--- src/rtl/vdp_ctrl_port.sv ---
// VDP bus-side front end: Z80 I/O decode, two-byte control-word sequencer,
// register-file writes, auto-incrementing VRAM/CRAM access and read-ahead buffer.
module vdp_ctrl_port #(
    parameter int                ADDR_W    = 8,
    parameter logic [ADDR_W-1:0] PORT_BASE = 8'hBE,
    parameter logic [ADDR_W-1:0] PORT_MASK = 8'hFE,
    parameter int                VADDR_W   = 14,
    parameter int                CRAM_AW   = 5,
    parameter int                NUM_REGS  = 11,
    parameter int                HOLD_CYC  = 2
) (
    input  logic               clk,
    input  logic               rst,
    input  logic [ADDR_W-1:0]  addr_in,
    input  logic [7:0]         data_in,
    input  logic               IORQ_L,
    input  logic               RD_L,
    input  logic               WR_L,
    output logic [7:0]         data_out,
    output logic               data_oe,
    input  logic [7:0]         status_in,
    output logic               status_rd,
    output logic               rf_we,
    output logic [3:0]         rf_addr,
    output logic [7:0]         rf_data,
    output logic               mem_req,
    output logic               mem_we,
    output logic               mem_cram,
    output logic [VADDR_W-1:0] mem_addr,
    output logic [7:0]         mem_wdata,
    input  logic               mem_ack,
    input  logic [7:0]         mem_rdata,
    output logic               overrun
);

    localparam int                 CNT_W      = (HOLD_CYC > 1) ? $clog2(HOLD_CYC) : 1;
    localparam logic [VADDR_W-1:0] CRAM_MASK  = VADDR_W'((64'd1 << CRAM_AW) - 64'd1);
    localparam logic [4:0]         NUM_REGS_C = 5'(NUM_REGS);

    typedef enum logic [1:0] {
        ST_IDLE    = 2'd0,
        ST_ACCESS  = 2'd1,
        ST_RELEASE = 2'd2
    } state_t;

    state_t             state_r;
    state_t             state_nxt_s;
    logic [CNT_W-1:0]   cnt_r;
    logic               first_r;
    logic [7:0]         latch_r;
    logic [1:0]         code_r;
    logic [VADDR_W-1:0] addr_r;
    logic [7:0]         rdbuf_r;

    logic               hit_s;
    logic               entry_s;
    logic               hold_done_s;
    logic               is_wr_s;
    logic               is_ctrl_s;
    logic               ctrl_wr1_s;
    logic               ctrl_wr2_s;
    logic               ctrl_rd_s;
    logic               data_wr_s;
    logic               data_rd_s;
    logic               code0_s;
    logic               want_mem_s;
    logic               issue_s;
    logic               drop_s;
    logic [VADDR_W-1:0] ctrl_addr_s;
    logic [VADDR_W-1:0] wr_addr_s;

    assign hit_s       = ~IORQ_L & (~RD_L | ~WR_L) &
                         ((addr_in & PORT_MASK) == (PORT_BASE & PORT_MASK));
    assign entry_s     = (state_r == ST_IDLE) & hit_s;
    assign hold_done_s = (cnt_r == CNT_W'(HOLD_CYC - 1));
    assign is_wr_s     = ~WR_L;
    assign is_ctrl_s   = addr_in[0];

    assign ctrl_wr1_s  = entry_s &  is_ctrl_s &  is_wr_s & ~first_r;
    assign ctrl_wr2_s  = entry_s &  is_ctrl_s &  is_wr_s &  first_r;
    assign ctrl_rd_s   = entry_s &  is_ctrl_s & ~is_wr_s;
    assign data_wr_s   = entry_s & ~is_ctrl_s &  is_wr_s;
    assign data_rd_s   = entry_s & ~is_ctrl_s & ~is_wr_s;

    // Only one request may be outstanding; a second one is dropped and flagged.
    assign code0_s     = ctrl_wr2_s & (data_in[7:6] == 2'd0);
    assign want_mem_s  = data_wr_s | data_rd_s | code0_s;
    assign issue_s     = want_mem_s & ~mem_req;
    assign drop_s      = want_mem_s &  mem_req;

    assign ctrl_addr_s = VADDR_W'({data_in[5:0], latch_r});
    assign wr_addr_s   = (code_r == 2'd3) ? (addr_r & CRAM_MASK) : addr_r;

    // Bus FSM next-state: one side effect per Z80 cycle, re-armed only once IORQ_L rises.
    always_comb begin
        state_nxt_s = state_r;
        case (state_r)
            ST_IDLE: begin
                if (hit_s) state_nxt_s = ST_ACCESS;
                else       state_nxt_s = ST_IDLE;
            end
            ST_ACCESS: begin
                if (hold_done_s) state_nxt_s = ST_RELEASE;
                else             state_nxt_s = ST_ACCESS;
            end
            ST_RELEASE: begin
                if (IORQ_L) state_nxt_s = ST_IDLE;
                else        state_nxt_s = ST_RELEASE;
            end
            default: state_nxt_s = ST_IDLE;
        endcase
    end

    // Bus FSM state register and ACCESS hold counter.
    always_ff @(posedge clk) begin
        if (rst) begin
            state_r <= ST_IDLE;
            cnt_r   <= '0;
        end else begin
            state_r <= state_nxt_s;
            if (state_r == ST_ACCESS) cnt_r <= cnt_r + CNT_W'(1);
            else                      cnt_r <= '0;
        end
    end

    // Sequencer, memory handshake and bus read-back registers.
    always_ff @(posedge clk) begin
        if (rst) begin
            first_r   <= 1'b0;
            latch_r   <= 8'h00;
            code_r    <= 2'd0;
            addr_r    <= '0;
            rdbuf_r   <= 8'h00;
            data_out  <= 8'h00;
            data_oe   <= 1'b0;
            status_rd <= 1'b0;
            rf_we     <= 1'b0;
            rf_addr   <= 4'h0;
            rf_data   <= 8'h00;
            mem_req   <= 1'b0;
            mem_we    <= 1'b0;
            mem_cram  <= 1'b0;
            mem_addr  <= '0;
            mem_wdata <= 8'h00;
            overrun   <= 1'b0;
        end else begin
            rf_we     <= 1'b0;
            status_rd <= ctrl_rd_s;

            if (ctrl_wr1_s) begin
                latch_r <= data_in;
                first_r <= 1'b1;
            end else if (entry_s) begin
                first_r <= 1'b0;
            end

            if (ctrl_wr2_s && !drop_s) begin
                code_r  <= data_in[7:6];
                addr_r  <= code0_s ? ctrl_addr_s + VADDR_W'(1) : ctrl_addr_s;
                rf_we   <= (data_in[7:6] == 2'd2) && ({1'b0, data_in[3:0]} < NUM_REGS_C);
                rf_addr <= data_in[3:0];
                rf_data <= latch_r;
            end else if (issue_s) begin
                addr_r  <= addr_r + VADDR_W'(1);
            end

            // Address advances at issue time, so mem_addr holds the pre-increment value.
            if (issue_s) begin
                mem_req   <= 1'b1;
                mem_we    <= data_wr_s;
                mem_cram  <= data_wr_s & (code_r == 2'd3);
                mem_addr  <= code0_s ? ctrl_addr_s : (data_wr_s ? wr_addr_s : addr_r);
                mem_wdata <= data_wr_s ? data_in : 8'h00;
                if (data_wr_s) rdbuf_r <= data_in;
            end else if (mem_req && mem_ack) begin
                mem_req <= 1'b0;
                if (!mem_we) rdbuf_r <= mem_rdata;
            end

            if (drop_s) overrun <= 1'b1;

            if (entry_s && !is_wr_s) begin
                data_oe  <= 1'b1;
                data_out <= is_ctrl_s ? status_in : rdbuf_r;
            end else if ((state_r == ST_RELEASE) && IORQ_L) begin
                data_oe  <= 1'b0;
                data_out <= 8'h00;
            end
        end
    end

endmodule

--- config.mk ---
export PLATFORM = sky130hd
export DESIGN_NAME = vdp_ctrl_port
export DESIGN_NICKNAME = d
export VERILOG_FILES = /design/src/rtl/vdp_ctrl_port.sv
export SDC_FILE = /design/constraint.sdc
export NUM_CORES = 1
export LEC_CHECK = 0
export CAP_MARGIN = 20
export CORE_MARGIN = 3
export CORE_UTILIZATION = 46
export DETAILED_ROUTE_END_ITERATION = 8
export PLACE_DENSITY = 0.76
export SLEW_MARGIN = 20
export SYNTH_ARGS = -nofsm -noshare
export SYNTH_HDL_FRONTEND = slang
export SYNTH_SLANG_ARGS = --single-unit
--- constraint.sdc ---
create_clock -name clk -period 2.45 [get_ports clk]
set_input_delay 0.6125 -clock clk [delete_from_list [all_inputs] [get_ports clk]]
set_output_delay 0.6125 -clock clk [all_outputs]
set_load 0.01 [all_outputs]
==> summary.md <==
| Metric | Value |
|---|---|
| Status | `complete, no violations` |
| Synthesis-to-layout area growth | `41.5%` |
| Top cell type's share of synthesized area | `40.3%` |
| Cells after synthesis | `514` |
| Layout cells sized above 1 | `18.5%` |
| Sequential share of the synthesized area | `40.3%` |
| Inserted Clock Buffers | `9` |
| Post-layout util | `67.9%` |
| FF-to-FF Start | `latch_r[5]` |
| Hold-critical path depth | `1` |
| First-pass iteration count of the detailed router | `5` |
| Crit path time final | `between 2 and 2.5 ns` |
| Cells on worst reg2reg path | `5` |
| Peak supply drop | `0.342 mV` |
| NumNets Final | `699` |
| Dominant cells by area after synthesis | `dfxtp_1 (40%), nand2_1 (7.5%), a21oi_1 (5.2%)` |
| Syn Nets | `about 550` |
| Max Clk Rate | `0.414 GHz` |
| Global route total overflow | `0` |
| Max Cap Viol | `0` |
| Diode count | `0` |
| GPL Wtd Cong | `0.956` |
| CTS Root Cell | `clkbuf_8` |
| Distinct cells, synth | `64` |
| Core area | `8810 sq um` |
| Final period utilization | `98.5%` |
| Vias in the first global route | `4,333` |
| Total Wirelength | `14,700 um` |
| Standard-cell rows | `34` |
| Critical Path Max Stage Delay | `0.56 ns` |
| Hold endpoint | `cnt_r` |
| Critical-path maximum fanout | `4` |
| Placement Setup Slack | `-0.522 ns` |
| Worst slew margin | `72.7%` |
| Initial Util | `48.0%` |
| P per Cell Area | `roughly 440 nW/um^2` |
| R2r endpoint | `addr_r[11]` |
| Crit end category | `flip-flop` |
| Hold_ws | `0.441 ns` |
| Filler cells | `between 700 and 800` |
| Worst Tran Pin Value | `0.406 ns` |
| Cell Chain, Critical Path | `clkdlybuf4s50_1 > buf_4 > a211oi_4 > nand3_1 > or4_1 > a221oi_2 > a211oi_1` |
| Crit-path slowest cell | `or4_1` |
| Final setup viols | `0` |
| Worst-Skew Late Latency | `0.35 ns` |
| Worst EP arrival | `2.65 ns` |
| Postcts setup bufs | `0` |
| Tot Pwr | `2.62 mW` |
| Leakage power | `2.08 nW` |
| Initial antenna violation count | `0` |
| EDFF count, synth | `0` |
| Post-synth ARST share | `0%` |
| Ports | `slightly below 90` |
| Post-route ant nets | `0` |
| DRC viols | `0` |
| CTS tree | `done` |
| Final hold violations | `0` |
| Setup TNS | `0 ns` |
| #FFs+latches synth | `between 80 and 90` |
| Synthesized cell area | `roughly 4200 sq um` |
| Cell taking the most area after synthesis | `dfxtp_1` |
| Skew final | `between 0.015 and 0.02 ns` |
| Yosys warns | `0` |
| Flop2flop setup slack | `0.36 ns` |
| Routed WL per cell | `19.1 um` |
| Via count | `4,524` |
| Hold Path Class | `reg2reg` |
| Largest net degree at the start of global routing | `34` |
| CP Launch Type | `input pin` |
| Die Width | `102 um` |
| Req. time, crit path | `between 2 and 3 ns` |
| Final Max Slew Viols | `0` |
| I/O Buffers | `86` |
| Max H-tree Level | `3` |
| Die Span Y | `102 um` |
| Hold path startpoint | `cnt_r` |
| Critical path class | `in2reg` |
| Clock transition at path regs | `0.10 ns` |
| Synth Area per Inst | `8.22 sq um` |
| Vias/cell | `5.86` |
| DR iter-0 viols | `289` |
| Top_reg_cell synth | `dfxtp_1` |
| First-pass GRT wire length | `22,700 um` |
| GRT Total Usage | `28.4%` |
| Final HPWL DP | `around 11,000 um` |
| Clock Path Buffers | `2` |
| Die area | `10,400 sq um` |
| CTS sink cnt | `85` |
| Worst Slack Setup Final | `around 0.037 ns` |
## final cells by class
class / count / area [sq um] / share of cell area (%)
sequential: 85 / 1700 / 28.5
tap: 108 / 135 / 2.26
inverter: 9 / 33.8 / 0.565
multi-input combinational: 386 / 2370 / 39.6
clock buffer: 9 / 124 / 2.07
clock inverter: 7 / 73.8 / 1.24
timing repair buffer: 168 / 1540 / 25.8
## cells by family after synthesis
group	after synthesis	synth area share (%)
and+or+nand+nor	224	26.7
AOI/OAI and AO/OA	129	20.4
DFF	85	40.3
buffers and inverters	43	4.98
muxes	20	4.74
xor gates and xnor gates	11	2.28
adders and majority gates	2	0.592
## Yosys cell counts, drive strengths merged (3+ instances only)
master / count
or3: 5
and2: 4
nand3: 14
a221oi: 9
a31oi: 7
nor3: 21
nor4: 16
nand4: 14
xor2: 4
o31a: 7
a21oi: 47
xnor2: 7
or4: 4
o21ai: 19
clkbuf: 19
dfxtp: 85
nand2: 84
buf: 15
mux2i: 20
inv: 9
a211oi: 20
nand3b: 3
and4: 4
or2: 3
nor2: 38
## placed cells by master (no fill, tap or decap), types with 17 or more instances in the layout
master and n:
clkdlybuf4s50_1 81, o21ai_0 17, nor3_1 19, nor2_1 37, buf_4 77, mux2i_1 20, a211oi_1 19, a21oi_1 44
nand2_1 84, dfxtp_1 85
## state kept, by name (all words and copies together), names as in the netlist, 2 cells and up
register / cells
code_r: 2
rf_addr: 4
data_out: 8
latch_r: 8
mem_addr: 14
mem_wdata: 8
addr_r: 14
rdbuf_r: 8
state_r: 2
rf_data: 8
## critical path, delay by kind of cell
family                 cells  cell delay (ns)
and+or+nand+nor            2             0.72
buffers and inverters      2             0.61
AOI/OAI and AO/OA          3             0.70
## metal layers
metal | wire, um | up-vias | track usage (%) | part of all wire [%]
met4 | 377 | 0 | 9.69 | 2.6
met5 | 0 | - | 0 | 0
met2 | 7110 | 179 | 47.3 | 48
li1 | - | 2173 | - | -
met1 | 6270 | 2141 | 37.7 | 42
met3 | 998 | 31 | 4.57 | 6.8
## where the power goes
| part | internal [mW] | switching (mW) |
|---|---|---|
| clock network | 0.475 | 0.537 |
| registers | 1.38 | 0.000720 |
| logic | 0.110 | 0.112 |
## through the flow
step | std cells | instance area (sq um)
finish | 772 | 5980
floorplan | 514 | 4220
CTS | 772 | 5930
global placement | 756 | 5720
global route | 772 | 5980
detailed placement | 756 | 5720
## timing repair
action                     4_1_cts  5_1_grt
gates resized for setup          4        8
pin swaps                        0        4
hold buffers                     0        0
setup endpoints to repair       28       13
## how the worst max path moves through the flow
stage / startpoint / cells after the start / slack [ns] / endpoint
after global routing: RD_L / 7 / -0.01 / addr_r[11]
final: RD_L / 7 / 0.04 / addr_r[11]
after global placement: WR_L / 6 / -0.47 / addr_r[11]
after floorplan: WR_L / 7 / 0.11 / addr_r[11]
after detailed placement: WR_L / 6 / -0.52 / addr_r[11]
after CTS: data_in[7] / 7 / 0.01 / addr_r[13]
(Power assumes the default switching activity.)
